===== config.mk =====
export PLATFORM = sky130hd
export DESIGN_NAME = lsu
export DESIGN_NICKNAME = d
export VERILOG_FILES = /design/src/rtl/lsu_pkg.sv /design/src/rtl/lsu_align.sv /design/src/rtl/lsu.sv
export SDC_FILE = /design/constraint.sdc
export NUM_CORES = 1
export LEC_CHECK = 0
export ABC_AREA = 1
export BUFFER_PORTS_ARGS = -buffer_cell sky130_fd_sc_hd__buf_2
export CORE_MARGIN = 2
export CORE_UTILIZATION = 50
export DETAILED_ROUTE_END_ITERATION = 8
export GPL_TIMING_DRIVEN = 0
export MAX_ROUTING_LAYER = met4
export PLACE_DENSITY = 0.81
export SETUP_SLACK_MARGIN = 0.2
export SYNTH_ARGS = -nofsm -noshare
export SYNTH_HDL_FRONTEND = slang
export SYNTH_SLANG_ARGS = --single-unit

===== constraint.sdc =====
create_clock -name clk -period 2.93 [get_ports clk]
set_input_delay 0.4395 -clock clk [delete_from_list [all_inputs] [get_ports clk]]
set_output_delay 0.4395 -clock clk [all_outputs]
set_load 0.01 [all_outputs]

===== src/rtl/lsu_pkg.sv =====
// ---------------------------------------------------------------------------
// lsu_pkg -- shared types for the load/store unit.
//   lsu_state_t : access sequencer states (REQ1/WAIT1 exist only when the
//                 two-beat misaligned split is built in via LSU_MISALIGN_EN)
//   mem_size_t  : access size encoding carried on req_size
//   size_bytes  : number of bytes touched by an access of a given size
// Config macro: LSU_MISALIGN_EN
// ---------------------------------------------------------------------------
package lsu_pkg;

    typedef enum logic [2:0] {
        IDLE,
        REQ0,
        WAIT0,
`ifdef LSU_MISALIGN_EN
        REQ1,
        WAIT1,
`endif
        RESP
    } lsu_state_t;

    typedef enum logic [1:0] {
        BYTE  = 2'd0,
        HALF  = 2'd1,
        WORD  = 2'd2,
        DWORD = 2'd3
    } mem_size_t;

    function automatic logic [3:0] size_bytes(mem_size_t size);
        return 4'd1 << size;
    endfunction

endpackage


===== src/rtl/lsu_align.sv =====
// ---------------------------------------------------------------------------
// lsu_align -- combinational byte-lane steering for the LSU.
//   offset/size/is_unsigned : byte offset inside an XLEN/8 word, access size,
//                             zero-extend select
//   wdata                   : LSB-aligned store data
//   rdata_lo/rdata_hi       : load data of beat 0 / beat 1
//   ben0/ben1               : active-low byte enables for beat 0 / beat 1
//   wdata0/wdata1           : store data steered onto the lanes of each beat
//   misaligned              : access reaches into the following word
//   load_data               : merged, right-justified, extended load result
// ---------------------------------------------------------------------------
module lsu_align
    import lsu_pkg::*;
#(
    parameter int XLEN = 32,
    localparam int NB = XLEN / 8,
    localparam int OFF_W = $clog2(NB)
) (
    input  logic [OFF_W-1:0] offset,
    input  logic [1:0]       size,
    input  logic             is_unsigned,
    input  logic [XLEN-1:0]  wdata,
    input  logic [XLEN-1:0]  rdata_lo,
    input  logic [XLEN-1:0]  rdata_hi,
    output logic [NB-1:0]    ben0,
    output logic [NB-1:0]    ben1,
    output logic [XLEN-1:0]  wdata0,
    output logic [XLEN-1:0]  wdata1,
    output logic             misaligned,
    output logic [XLEN-1:0]  load_data
);

    logic [3:0]        nbytes;
    logic [2*NB-1:0]   acc_mask;   // bytes touched, across both beats
    logic [2*XLEN-1:0] wide_w;
    logic [2*XLEN-1:0] wide_r;
    logic [XLEN-1:0]   shifted;
    logic [XLEN-1:0]   keep;       // bits belonging to the access itself
    logic              sign;

    assign nbytes   = size_bytes(mem_size_t'(size));
    assign acc_mask = ~({(2*NB){1'b1}} << nbytes) << offset;

    assign ben0       = ~acc_mask[NB-1:0];
    assign ben1       = ~acc_mask[2*NB-1:NB];
    assign misaligned = |acc_mask[2*NB-1:NB];

    // Store bytes pushed past the top lane overflow into the second beat.
    assign wide_w = {{XLEN{1'b0}}, wdata} << {offset, 3'b000};
    assign wdata0 = wide_w[XLEN-1:0];
    assign wdata1 = wide_w[2*XLEN-1:XLEN];

    assign wide_r  = {rdata_hi, rdata_lo} >> {offset, 3'b000};
    assign shifted = wide_r[XLEN-1:0];

    // A shift of 8*nbytes >= XLEN empties the vector, so full-width accesses
    // keep every bit and are never extended.
    assign keep = ~({XLEN{1'b1}} << {nbytes, 3'b000});
    // keep is contiguous from bit 0, so keep ^ (keep >> 1) isolates its MSB.
    assign sign = ~is_unsigned & |(shifted & (keep ^ (keep >> 1)));

    assign load_data = (shifted & keep) | (~keep & {XLEN{sign}});

endmodule


===== src/rtl/lsu.sv =====
// ---------------------------------------------------------------------------
// lsu -- load/store unit between the core and a req/gnt/rvalid memory port.
//   req_*  : core request (valid/ready handshake), captured on accept
//   rsp_*  : one-cycle completion pulse with extended load data, tag, fault
//   mem_*  : memory port; mem_addr is XLEN/8 aligned, mem_ben active-low
// Accesses that cross an XLEN/8 word boundary are split into two beats when
// LSU_MISALIGN_EN is defined; otherwise they fault without memory traffic.
// dword accesses fault when XLEN=32.
// Config macro: LSU_MISALIGN_EN
// ---------------------------------------------------------------------------
module lsu
    import lsu_pkg::*;
#(
    parameter int XLEN   = 32,
    parameter int ADDR_W = 32
) (
    input  logic              clk,
    input  logic              rst_n,
    input  logic              req_valid,
    output logic              req_ready,
    input  logic              req_write,
    input  logic [1:0]        req_size,
    input  logic              req_unsigned,
    input  logic [ADDR_W-1:0] req_addr,
    input  logic [XLEN-1:0]   req_wdata,
    input  logic [4:0]        req_rd,
    output logic              rsp_valid,
    output logic [XLEN-1:0]   rsp_rdata,
    output logic [4:0]        rsp_rd,
    output logic              rsp_fault,
    output logic              mem_req,
    input  logic              mem_gnt,
    output logic              mem_we,
    output logic [XLEN/8-1:0] mem_ben,
    output logic [ADDR_W-1:0] mem_addr,
    output logic [XLEN-1:0]   mem_wdata,
    input  logic              mem_rvalid,
    input  logic [XLEN-1:0]   mem_rdata
);

    localparam int NB    = XLEN / 8;
    localparam int OFF_W = $clog2(NB);

    lsu_state_t        state, state_d, after_beat0;
    logic              accept, fault_in, beat1, in_wait;
    logic              cap_write, cap_unsigned, cap_fault;
    logic [1:0]        cap_size;
    logic [ADDR_W-1:0] cap_addr, word_addr;
    logic [XLEN-1:0]   cap_wdata, rbuf_lo, rbuf_hi;
    logic [4:0]        cap_rd;

    logic [OFF_W-1:0]  al_offset;
    logic [1:0]        al_size;
    logic [NB-1:0]     ben0, ben1;
    logic [XLEN-1:0]   wdata0, wdata1, load_data;
    logic              misaligned;

    assign accept = req_valid && (state == IDLE);

    // In IDLE the aligner looks at the incoming request so the fault decision
    // is available at the accept edge; afterwards it works on captured fields.
    assign al_offset = (state == IDLE) ? req_addr[OFF_W-1:0] : cap_addr[OFF_W-1:0];
    assign al_size   = (state == IDLE) ? req_size : cap_size;

    lsu_align #(.XLEN(XLEN)) u_align (
        .offset      (al_offset),
        .size        (al_size),
        .is_unsigned (cap_unsigned),
        .wdata       (cap_wdata),
        .rdata_lo    (rbuf_lo),
        .rdata_hi    (rbuf_hi),
        .ben0        (ben0),
        .ben1        (ben1),
        .wdata0      (wdata0),
        .wdata1      (wdata1),
        .misaligned  (misaligned),
        .load_data   (load_data)
    );

`ifdef LSU_MISALIGN_EN
    assign fault_in    = (mem_size_t'(req_size) == DWORD) && (XLEN == 32);
    assign beat1       = (state == REQ1) || (state == WAIT1);
    assign after_beat0 = misaligned ? REQ1 : RESP;
`else
    assign fault_in    = ((mem_size_t'(req_size) == DWORD) && (XLEN == 32)) || misaligned;
    assign beat1       = 1'b0;
    assign after_beat0 = RESP;
`endif

    // NOTE: every output of this block is given a default before the case so
    // no path leaves a signal unassigned and no latch is inferred.
    always_comb begin
        state_d = state;
        mem_req = 1'b0;
        in_wait = 1'b0;
        case (state)
            IDLE:  if (req_valid) state_d = fault_in ? RESP : REQ0;
            REQ0: begin
                mem_req = 1'b1;
                if (mem_gnt) state_d = cap_write ? after_beat0 : WAIT0;
            end
            WAIT0: begin
                in_wait = 1'b1;
                if (mem_rvalid) state_d = after_beat0;
            end
`ifdef LSU_MISALIGN_EN
            REQ1: begin
                mem_req = 1'b1;
                if (mem_gnt) state_d = cap_write ? RESP : WAIT1;
            end
            WAIT1: begin
                in_wait = 1'b1;
                if (mem_rvalid) state_d = RESP;
            end
`endif
            RESP:    state_d = IDLE;
            default: state_d = IDLE;
        endcase
    end

    // NOTE: all state is updated with non-blocking assignments so every
    // register samples pre-edge values regardless of statement order.
    always_ff @(posedge clk or negedge rst_n) begin
        if (!rst_n) begin
            state        <= IDLE;
            cap_write    <= 1'b0;
            cap_size     <= 2'd0;
            cap_unsigned <= 1'b0;
            cap_addr     <= '0;
            cap_wdata    <= '0;
            cap_rd       <= 5'd0;
            cap_fault    <= 1'b0;
            rbuf_lo      <= '0;
            rbuf_hi      <= '0;
        end else begin
            state <= state_d;
            if (accept) begin
                cap_write    <= req_write;
                cap_size     <= req_size;
                cap_unsigned <= req_unsigned;
                cap_addr     <= req_addr;
                cap_wdata    <= req_wdata;
                cap_rd       <= req_rd;
                cap_fault    <= fault_in;
            end
            if (in_wait && mem_rvalid) begin
                if (beat1) rbuf_hi <= mem_rdata;
                else       rbuf_lo <= mem_rdata;
            end
        end
    end

    assign word_addr = {cap_addr[ADDR_W-1:OFF_W], {OFF_W{1'b0}}};

    assign req_ready = (state == IDLE);
    assign mem_we    = mem_req && cap_write;
    assign mem_ben   = mem_req ? (beat1 ? ben1 : ben0) : '1;
    // Beat 1 address wraps naturally modulo 2^ADDR_W.
    assign mem_addr  = beat1 ? word_addr + ADDR_W'(NB) : word_addr;
    assign mem_wdata = beat1 ? wdata1 : wdata0;

    assign rsp_valid = (state == RESP);
    assign rsp_fault = rsp_valid && cap_fault;
    assign rsp_rd    = rsp_valid ? cap_rd : 5'd0;
    assign rsp_rdata = (rsp_valid && !cap_fault && !cap_write) ? load_data : '0;

endmodule

==> results.yml, run 1 <==
global_route:
  global_route.overflow_total: 0
  via_count_of_the_first_global_routing_pass: 5777
  grt_first_pass_wirelength_microns: 29080
  grt_max_degree: 70
  grt_util_all_layers: 0.2990
  grt_antenna_before_repair: 1
timing:
  grt_setup_unrepaired: "yes"
  whs_ns: 0.06142
  timing.final.max_slew_violations: 0
  clock_skew_ns: 0.008867
  worst_pin_slew_ns: 0.6386
  final.period_utilization: 0.9754
  maxSlewHeadroom: 0.5743
  achievable-frequency_mhz: 349.9
  final_period_minus_worst_setup_slack_ns: 2.858
  timing.final.ws_setup_ns: 0.07221
  setup_viol: 0
  final_sum_of_negative_setup_slack_ns: 0
  timing_hold_violations_final: 0
detailed_routing:
  vias_per_cell: 5.306
  initial_drc_count: 558
  drtAntennaViolNets: 0
  total_routed_length_microns: 19190
  remaining_drc_errors: 0
  detail_route.wl_per_cell_microns: 16.29
  count_of_tritonroute_iterations_in_the_first_routing_pass: 5
  vias: 6250
die:
  core-area_sq_um: 11910
  die_width_microns: 113.9
  row_count: 40
  floorplan.initialDensity: 0.5066
  die_area_sq_um: 12960
  die_h_microns: 113.9
  io-pin-count: 220
outcome:
  status: "finished, final reports clean"
clocking:
  path_clk_slew_ns: 0.07
  cts.sink_count: 108
  num_cts_buffers: 9
  cts_max_path_buffers: 2
  cts_root_buffer: "clkbuf_16"
  clock_tree.htree_level_count: 3
  ctsHoldBuffers: 0
  worst_skew_late_latency_ns: 0.36
  cts_tree: "built"
critical_path:
  cp.required_ns: 2.49
  crit_path_max_delay_cell_type: "dfrtp_1"
  crit_path_max_incr_delay_ns: 0.41
  timing.critical_path.fanout_max: 8
  path_cells: "ha_1 > inv_1 > nor3_4 > inv_1 > a211oi_1 > buf_2"
  worstSetupPathType: "reg2out"
  worstSetupStartpointType: "flip-flop"
  endpoint_kind: "output port"
  critical_path.top_delay_family: "buffers and inverters"
  timing.critical_path.arrival_ns: 2.42
  worst-path-buf-inv: 3
  critical_path.most_common_cell: "inv_1"
yosys:
  seq_area_frac_synth: 0.4479
  synth_commonest_cells: "nand2_1, dfrtp_1, o21ai_0"
  post-synth-top-area-fraction: 0.4479
  post-synth-top-area-cell: "dfrtp_1"
  distinct_cell_type_count_after_synthesis: 32
  synthTopCellsByArea: "dfrtp_1, nand2_1, o21ai_0"
  synth-seq-cells: 108
  ys.warnings.count: 0
  synth_most_common_cell: "nand2_1"
  syn_inst: 778
  syn_avg_cell_area_sq_um: 7.756
  synth_ff_type: "dfrtp_1"
  synth_enable_flop_cells: 0
  asyncSetResetFlopFracSynth: 1.000
  syn_area_sq_um: 6035
cells_and_area:
  final_util: 0.6828
  fin_nets: 1139
  n_fill_cell: 1030
  area_growth_pct: 34.77
  seqCellArea_sq_um: 2703
  multiInputGateArea_sq_um: 2863
  post_route_cells_drive_above_1_share: 0.3878
power:
  worst_ir_drop_vdd_mv: 0.6679
  leakage_nw: 4.360
  power-per-cell-area_nw_per_um2: 1334
run:
  max_cap_viol_count: 0
place:
  pre_cts_slack_ns: 0.3242
  io_buffer_count: 217
  post-dp-hpwl_microns: 13780
  place.gp.congestion: 0.9511
hold_path:
  worst_hold_path_type: "in2async"
## metal layers
metal	part of all wire	global-route usage	wire, microns
met5	0	-	0
met4	0.025	0.1049	473
met3	0.10	0.08395	1933
met2	0.47	0.4659	9113
met1	0.40	0.3769	7667
## through the flow
stage	power (mW)	std cells	cell area, sq um
2_1_floorplan	6.467	779	6038
3_3_place_gp	8.339	1143	7308
3_5_place_dp	8.433	1144	7338
4_1_cts	10.07	1165	7805
5_1_grt	11.59	1177	8130
6_report	10.85	1178	8133
## worst reg2reg max path, delay by kind of cell, from the launching register on
family	cells	cell delay (ns)
adders and majority gates	1	0.20
and+or+nand+nor	1	0.41
AOI/OAI and AO/OA	1	0.10
buffers and inverters	3	1.04
DFF	1	0.43
## final timing paths
path / startpoint / end / slack (ns) / cells after the start
max: state[1] / rsp_rdata[1] / 0.07 / 6
min: rst_n / cap_addr[1] / 0.06 / 1
max reg2reg: state[1] / rbuf_lo[14] / 0.63 / 6
min reg2reg: cap_addr[5] / cap_addr[5] / 0.48 / 2
max in group asynchronous: rst_n / cap_addr[5] / 2.14 / 2
min in group clk: req_addr[30] / cap_addr[30] / 0.27 / 3
## state kept, by name (all words and copies together) (netlist names)
register and flops:
cap_addr 32, cap_wdata 32, rbuf_lo 32, cap_rd 5, cap_size 2, state 2, cap_fault 1, cap_unsigned 1
cap_write 1
## cell families (layout without fill, tap and decap cells)
group | after synthesis | after routing | synth area share
AO/OA/AOI/OAI | 172 | 172 | 0.1706
adder cells (fa/ha/maj) | 4 | 4 | 0.008294
buffers and inverters | 132 | 382 | 0.1120
flip-flops | 108 | 108 | 0.4479
multiplexers | 18 | 18 | 0.03359
other | 1 | 4 | 0.0006214
AND/OR/NAND/NOR | 343 | 343 | 0.2270
## power breakdown
group	internal [mW]	total, mW	switching (mW)	leakage, nW
Sequential	2.20	2.67	0.460	1.31
Combinational	2.79	6.92	4.13	2.90
Clock	0.677	1.27	0.592	0.150
Total	5.67	10.9	5.18	4.36
## cell usage in the layout (no fill, tap or decap), types with 7 or more instances in the layout
cell type	Yosys	routed
buf_6	3	11
inv_1	46	44
clkbuf_1	21	15
a21oi_1	28	22
mux2_2	18	18
buf_4	35	54
o21ai_1	11	19
nand3_1	14	8
a21oi_2	20	21
dfrtp_1	108	108
inv_2	6	7
a211oi_1	14	13
o22ai_1	10	10
o21ai_0	78	67
nor2_1	55	54
nand2_1	261	259
nand3_2	1	7
clkbuf_16	0	11
buf_2	20	223
## repair_timing
| action | 4_1_cts | 5_1_grt |
|---|---|---|
| hold endpoints to repair | 0 | 0 |
| resized for setup | 33 | 56 |
| buffers inserted | 5 | 9 |
| setup endpoints to repair | 61 | 54 |
| gates cloned | 1 | 2 |
| pin swaps | 4 | 16 |
## cell type report
cell class              count  share of cell area
multi-input cells         539              0.3520
flip-flops and latches    108              0.3323
repair buffers            235              0.1620
plain buffers              80             0.06846
clock buffers               9             0.02769
inverters                  52             0.02431
well taps                 147             0.02262
clock inverters             6             0.01000
diodes                      2           0.0006154
Power figures use the tool's default switching activity.
==> run 2, diff against run 1 <==
Settings changed: PLACE_DENSITY 0.81 to 0.88.
==> run 2 against run 1 <==
Compared with the run above:
- first-iteration DRC count increased by 9.5%
- critical path depth increased by 4
- largest power group unchanged
- fmax increased by 2.5%
- power decreased by 5.1%
- clock skew increased by 0.0050 ns
- worst setup slack improved by 0.070 ns
==> results.yml, run 2 (synthesis results as in run 1) <==
outcome:
  status: "finished, final reports clean"
detailed_routing:
  vias: 6238
  vias_per_cell: 5.345
  initial_drc_count: 611
  drtAntennaViolNets: 0
  remaining_drc_errors: 0
  count_of_tritonroute_iterations_in_the_first_routing_pass: 5
  total_routed_length_microns: 19140
  detail_route.wl_per_cell_microns: 16.40
clocking:
  path_clk_slew_ns: 0.08
  cts_tree: "built"
  cts_max_path_buffers: 2
  cts_root_buffer: "clkbuf_16"
  num_cts_buffers: 9
  worst_skew_late_latency_ns: 0.36
  clock_tree.htree_level_count: 3
  cts.sink_count: 108
die:
  floorplan.initialDensity: 0.5066
  row_count: 40
  core-area_sq_um: 11910
  die_width_microns: 113.9
  io-pin-count: 220
  die_h_microns: 113.9
  die_area_sq_um: 12960
power:
  power-per-cell-area_nw_per_um2: 1305
  worst_ir_drop_vdd_mv: 0.6764
  leakage_nw: 4.274
cells_and_area:
  diodes: 0
  fin_nets: 1129
  area_growth_pct: 30.69
  largest_registers: "cap_addr: 32 flops, cap_wdata: 32 flops, rbuf_lo: 32 flops"
  post_route_cells_drive_above_1_share: 0.3735
  final_util: 0.6621
  final_common_cell: "nand2_1"
  layout.cells.most_common_list: "nand2_1, buf_2, dfrtp_1"
timing:
  final_sum_of_negative_setup_slack_ns: 0
  final_period_minus_worst_setup_slack_ns: 2.788
  timing.final.max_slew_violations: 0
  worst_pin_slew_ns: 0.6852
  grt_setup_unrepaired: "yes"
  setup_viol: 0
  timing_hold_violations_final: 0
  final.period_utilization: 0.9515
  achievable-frequency_mhz: 358.7
  maxSlewHeadroom: 0.5432
  clock_skew_ns: 0.01391
run:
  max_cap_viol_count: 0
global_route:
  via_count_of_the_first_global_routing_pass: 5878
  grt_util_all_layers: 0.3034
  global_route.overflow_total: 0
  grt_max_degree: 61
  grt_first_pass_wirelength_microns: 29460
  grt_antenna_before_repair: 0
place:
  place.gp.congestion: 0.9519
  io_buffer_count: 217
  post-dp-hpwl_microns: 14040
critical_path:
  ff2ff_setup_slack_ns: 0.64
  worstSetupPathType: "reg2out"
  r2r_cells: 7
  worstReg2RegEnd: "rbuf_lo[12]"
  endpoint_kind: "output port"
  worstSetupStartpointType: "flip-flop"
  timing.critical_path.fanout_max: 10
  cp.required_ns: 2.49
  launch_instance_of_the_worst_register_to_register_path: "state[0]"
  timing.critical_path.arrival_ns: 2.35
hold_path:
  worst_hold_path_type: "in2async"
==> run 2: worst max-delay path by stage <==
stage | startpoint | endpoint | slack (ns) | depth (start not counted)
floorplan | state[0] | rsp_rdata[10] | 0.73 | 10
global placement | rst_n | cap_addr[19] | 0.14 | 1
detailed placement | state[0] | rsp_rdata[8] | 0.35 | 10
CTS | state[1] | rsp_rdata[10] | 0.19 | 10
global route | state[1] | rsp_rdata[2] | 0.05 | 6
finish | state[1] | rsp_rdata[10] | 0.14 | 10
==> run 2: through the flow <==
stage          setup slack [ns]  hold slack [ns]  instance area, sq um  std cells  power, mW
6_report                 0.1422           0.1123                  7886       1167      10.30
5_1_grt                 0.05124           0.1627                  7886       1167      11.01
3_3_place_gp             0.1414           0.4636                  7308       1143      8.337
2_1_floorplan            0.7290           0.1439                  6038        779      6.467
4_1_cts                  0.1932           0.1344                  7818       1164      10.09
3_5_place_dp             0.3454           0.4659                  7338       1144      8.470
==> run 2: area by class of cell <==
class	count	area, sq um
fillers	1026	4025
multi-input cells	539	2760
flip-flops and latches	108	2703
repair buffers	225	1169
plain buffers	80	554.3
clock buffers	9	225.2
inverters	52	200.2
well taps	147	183.9
clock inverters	7	91.34
==> run 2: metal layers <==
| layer | share of wire | GRT usage |
|---|---|---|
| met5 | 0 | - |
| met4 | 0.029 | 0.1089 |
| met3 | 0.096 | 0.08023 |
| met2 | 0.48 | 0.4918 |
| met1 | 0.39 | 0.3680 |
==> run 2: worst max-delay path, cell delays in order (launching register included) <==
cell     delay [ns]
dfrtp_1        0.41
inv_2          0.08
ha_4           0.19
buf_12         0.15
o21ai_4        0.22
buf_6          0.18
o21ai_0        0.08
a21oi_1        0.25
o21ai_1        0.13
a21oi_2        0.16
buf_2          0.15
==> run 2: report_power, final <==
| part | internal [mW] | switching, mW |
|---|---|---|
| Sequential | 2.20 | 0.461 |
| Clock | 0.615 | 0.652 |
| Combinational | 2.47 | 3.90 |
| Total | 5.28 | 5.01 |
==> run 2: what timing repair did <==
action	in CTS	in global routing
resized for setup	37	16
buffers inserted	4	3
hold buffers	0	0
pin swaps	4	2
endpoints found under the setup margin	61	55
==> run 3, diff against run 2 <==
Settings changed: PLACE_DENSITY 0.88 to 0.91.
==> run 3 against run 2 <==
Compared with the run above:
- via count increased by 2.4%
- fmax decreased by 0.65%
- global-route usage increased by 0.46 points
- clock skew decreased by 0.0053 ns
- cell count increased by 1.1%
- sequential power about the same
- sequential cell count unchanged
- first-iteration DRC count decreased by 2.6%
- non-clock buffer count increased by 14
==> results.yml, run 3 (synthesis results as in run 1) <==
critical_path:
  worstSetupStartpointType: "flip-flop"
  worstSetupPathType: "reg2out"
  timing.critical_path.arrival_ns: 2.37
  timing.critical_path.fanout_max: 6
  path_cells: "inv_2 > ha_4 > buf_12 > nand2_4 > o21ai_4 > buf_12 > nand2_4 > inv_2 > nand3_2 > nand3_2 > nand2_4 > buf_4 > a21oi_1 > buf_2"
  critical_path.most_common_cell: "nand2_4"
  crit_path_max_delay_cell_type: "dfrtp_1"
  crit_path_max_incr_delay_ns: 0.42
  cp.required_ns: 2.49
  endpoint_kind: "output port"
power:
  pwr-share-comb: 0.637
  p_switching_mw: 5.209
  leakage_nw: 4.384
  power.share.clock: 0.118
  power_switching_share: 0.4792
  power_frac_seq: 0.245
  worst_ir_drop_vdd_mv: 0.7935
  internal_power_mw: 5.660
  power-per-cell-area_nw_per_um2: 1340
timing:
  final.period_utilization: 0.9577
  maxSlewHeadroom: 0.5934
  timing.final.max_slew_violations: 0
  timing.final.ws_setup_ns: 0.1239
  clock_skew_ns: 0.008633
  achievable-frequency_mhz: 356.4
  worst_pin_slew_ns: 0.6099
  final_period_minus_worst_setup_slack_ns: 2.806
  timing_hold_violations_final: 0
  grt_setup_unrepaired: "yes"
  final_sum_of_negative_setup_slack_ns: 0
  setup_viol: 0
place:
  pre_cts_slack_ns: 0.3190
  io_buffer_count: 217
  place.gp.congestion: 1.008
  post-dp-hpwl_microns: 14290
die:
  die_area_sq_um: 12960
  die_width_microns: 113.9
  die_h_microns: 113.9
  io-pin-count: 220
  core-area_sq_um: 11910
  row_count: 40
  floorplan.initialDensity: 0.5066
cells_and_area:
  largest_registers: "cap_addr: 32 flops, cap_wdata: 32 flops, rbuf_lo: 32 flops"
  post_route_cells_drive_above_1_share: 0.3892
  final_common_cell: "nand2_1"
  layout.cells.most_common_list: "nand2_1, buf_2, dfrtp_1"
  diodes: 0
  final_util: 0.6808
  area_growth_pct: 34.38
  fin_nets: 1143
detailed_routing:
  initial_drc_count: 595
  vias: 6390
  total_routed_length_microns: 19810
  count_of_tritonroute_iterations_in_the_first_routing_pass: 5
  remaining_drc_errors: 0
  vias_per_cell: 5.415
  detail_route.wl_per_cell_microns: 16.79
  drtAntennaViolNets: 0
global_route:
  global_route.overflow_total: 0
  via_count_of_the_first_global_routing_pass: 6105
  grt_util_all_layers: 0.3079
  grt_antenna_before_repair: 0
  grt_max_degree: 66
  grt_first_pass_wirelength_microns: 30030
clocking:
  num_cts_buffers: 9
  cts.sink_count: 108
  cts_tree: "built"
  clock_tree.htree_level_count: 3
  cts_max_path_buffers: 2
  worst_skew_late_latency_ns: 0.36
  path_clk_slew_ns: 0.07
  cts_root_buffer: "clkbuf_16"
  ctsHoldBuffers: 0
hold_path:
  worst_hold_path_type: "in2async"
run:
  max_cap_viol_count: 0
outcome:
  status: "finished, final reports clean"
run 3: metal layers:
metal | GRT usage | up-vias | share of wire
met4 | 0.1154 | 0 | 0.026
met1 | 0.3808 | 2961 | 0.39
met3 | 0.07226 | 46 | 0.10
met5 | - | - | 0
met2 | 0.4958 | 410 | 0.48
li1 | - | 2973 | -
run 3: repair_timing:
item / CTS / global route
setup buffers: 3 / 14
gates cloned: 0 / 4
pin swaps: 1 / 7
endpoints found under the setup margin: 61 / 60
gates resized for setup: 26 / 57
run 3: worst paths after layout:
path                               from             to  slack, ns  cells past startpoint
min reg2reg                cap_addr[17]   cap_addr[17]       0.48                      2
max in group asynchronous         rst_n  cap_wdata[24]       2.12                      2
min in group clk              req_rd[4]      cap_rd[4]       0.27                      3
max                            state[1]   rsp_rdata[8]       0.12                     14
min                               rst_n    cap_addr[0]       0.09                      1
max reg2reg                    state[1]    rbuf_lo[18]       0.56                      7
run 3: power groups by stage:
| stage | sequential [mW] | clock [mW] | combinational (mW) |
|---|---|---|---|
| 2_1_floorplan | 2.52 | 0 | 3.95 |
| 3_3_place_gp | 2.63 | 0 | 5.70 |
| 3_5_place_dp | 2.64 | 0 | 5.83 |
| 4_1_cts | 2.64 | 1.29 | 6.08 |
| 5_1_grt | 2.74 | 1.36 | 7.50 |
| 6_report | 2.66 | 1.28 | 6.92 |
run 3: cell type report:
type / count / area [sq um]
fill: 962 / 3802
multi-input combinational: 539 / 2823
sequential: 108 / 2703
timing repair buffer: 239 / 1329
buffer: 80 / 563.0
clock buffer: 9 / 225.2
inverter: 52 / 200.2
tap: 147 / 183.9
clock inverter: 6 / 82.58
run 3: critical path, delay by kind of cell (launching register included):
family	cells	cell delay (ns)
AO/OA/AOI/OAI	2	0.20
adder cells (fa/ha/maj)	1	0.22
buffers and inverters	6	0.79
flip-flops	1	0.42
AND/OR/NAND/NOR	5	0.36
run 3: stage by stage:
| stage | cell area (sq um) | hold WS (ns) | cells | total power, mW |
|---|---|---|---|---|
| after floorplan | 6038 | 0.1439 | 779 | 6.467 |
| after global placement | 7308 | 0.4638 | 1143 | 8.323 |
| after detailed placement | 7338 | 0.4658 | 1144 | 8.476 |
| after CTS | 7766 | 0.09858 | 1162 | 10.01 |
| after global routing | 8109 | 0.1284 | 1180 | 11.60 |
| final | 8109 | 0.08600 | 1180 | 10.87 |
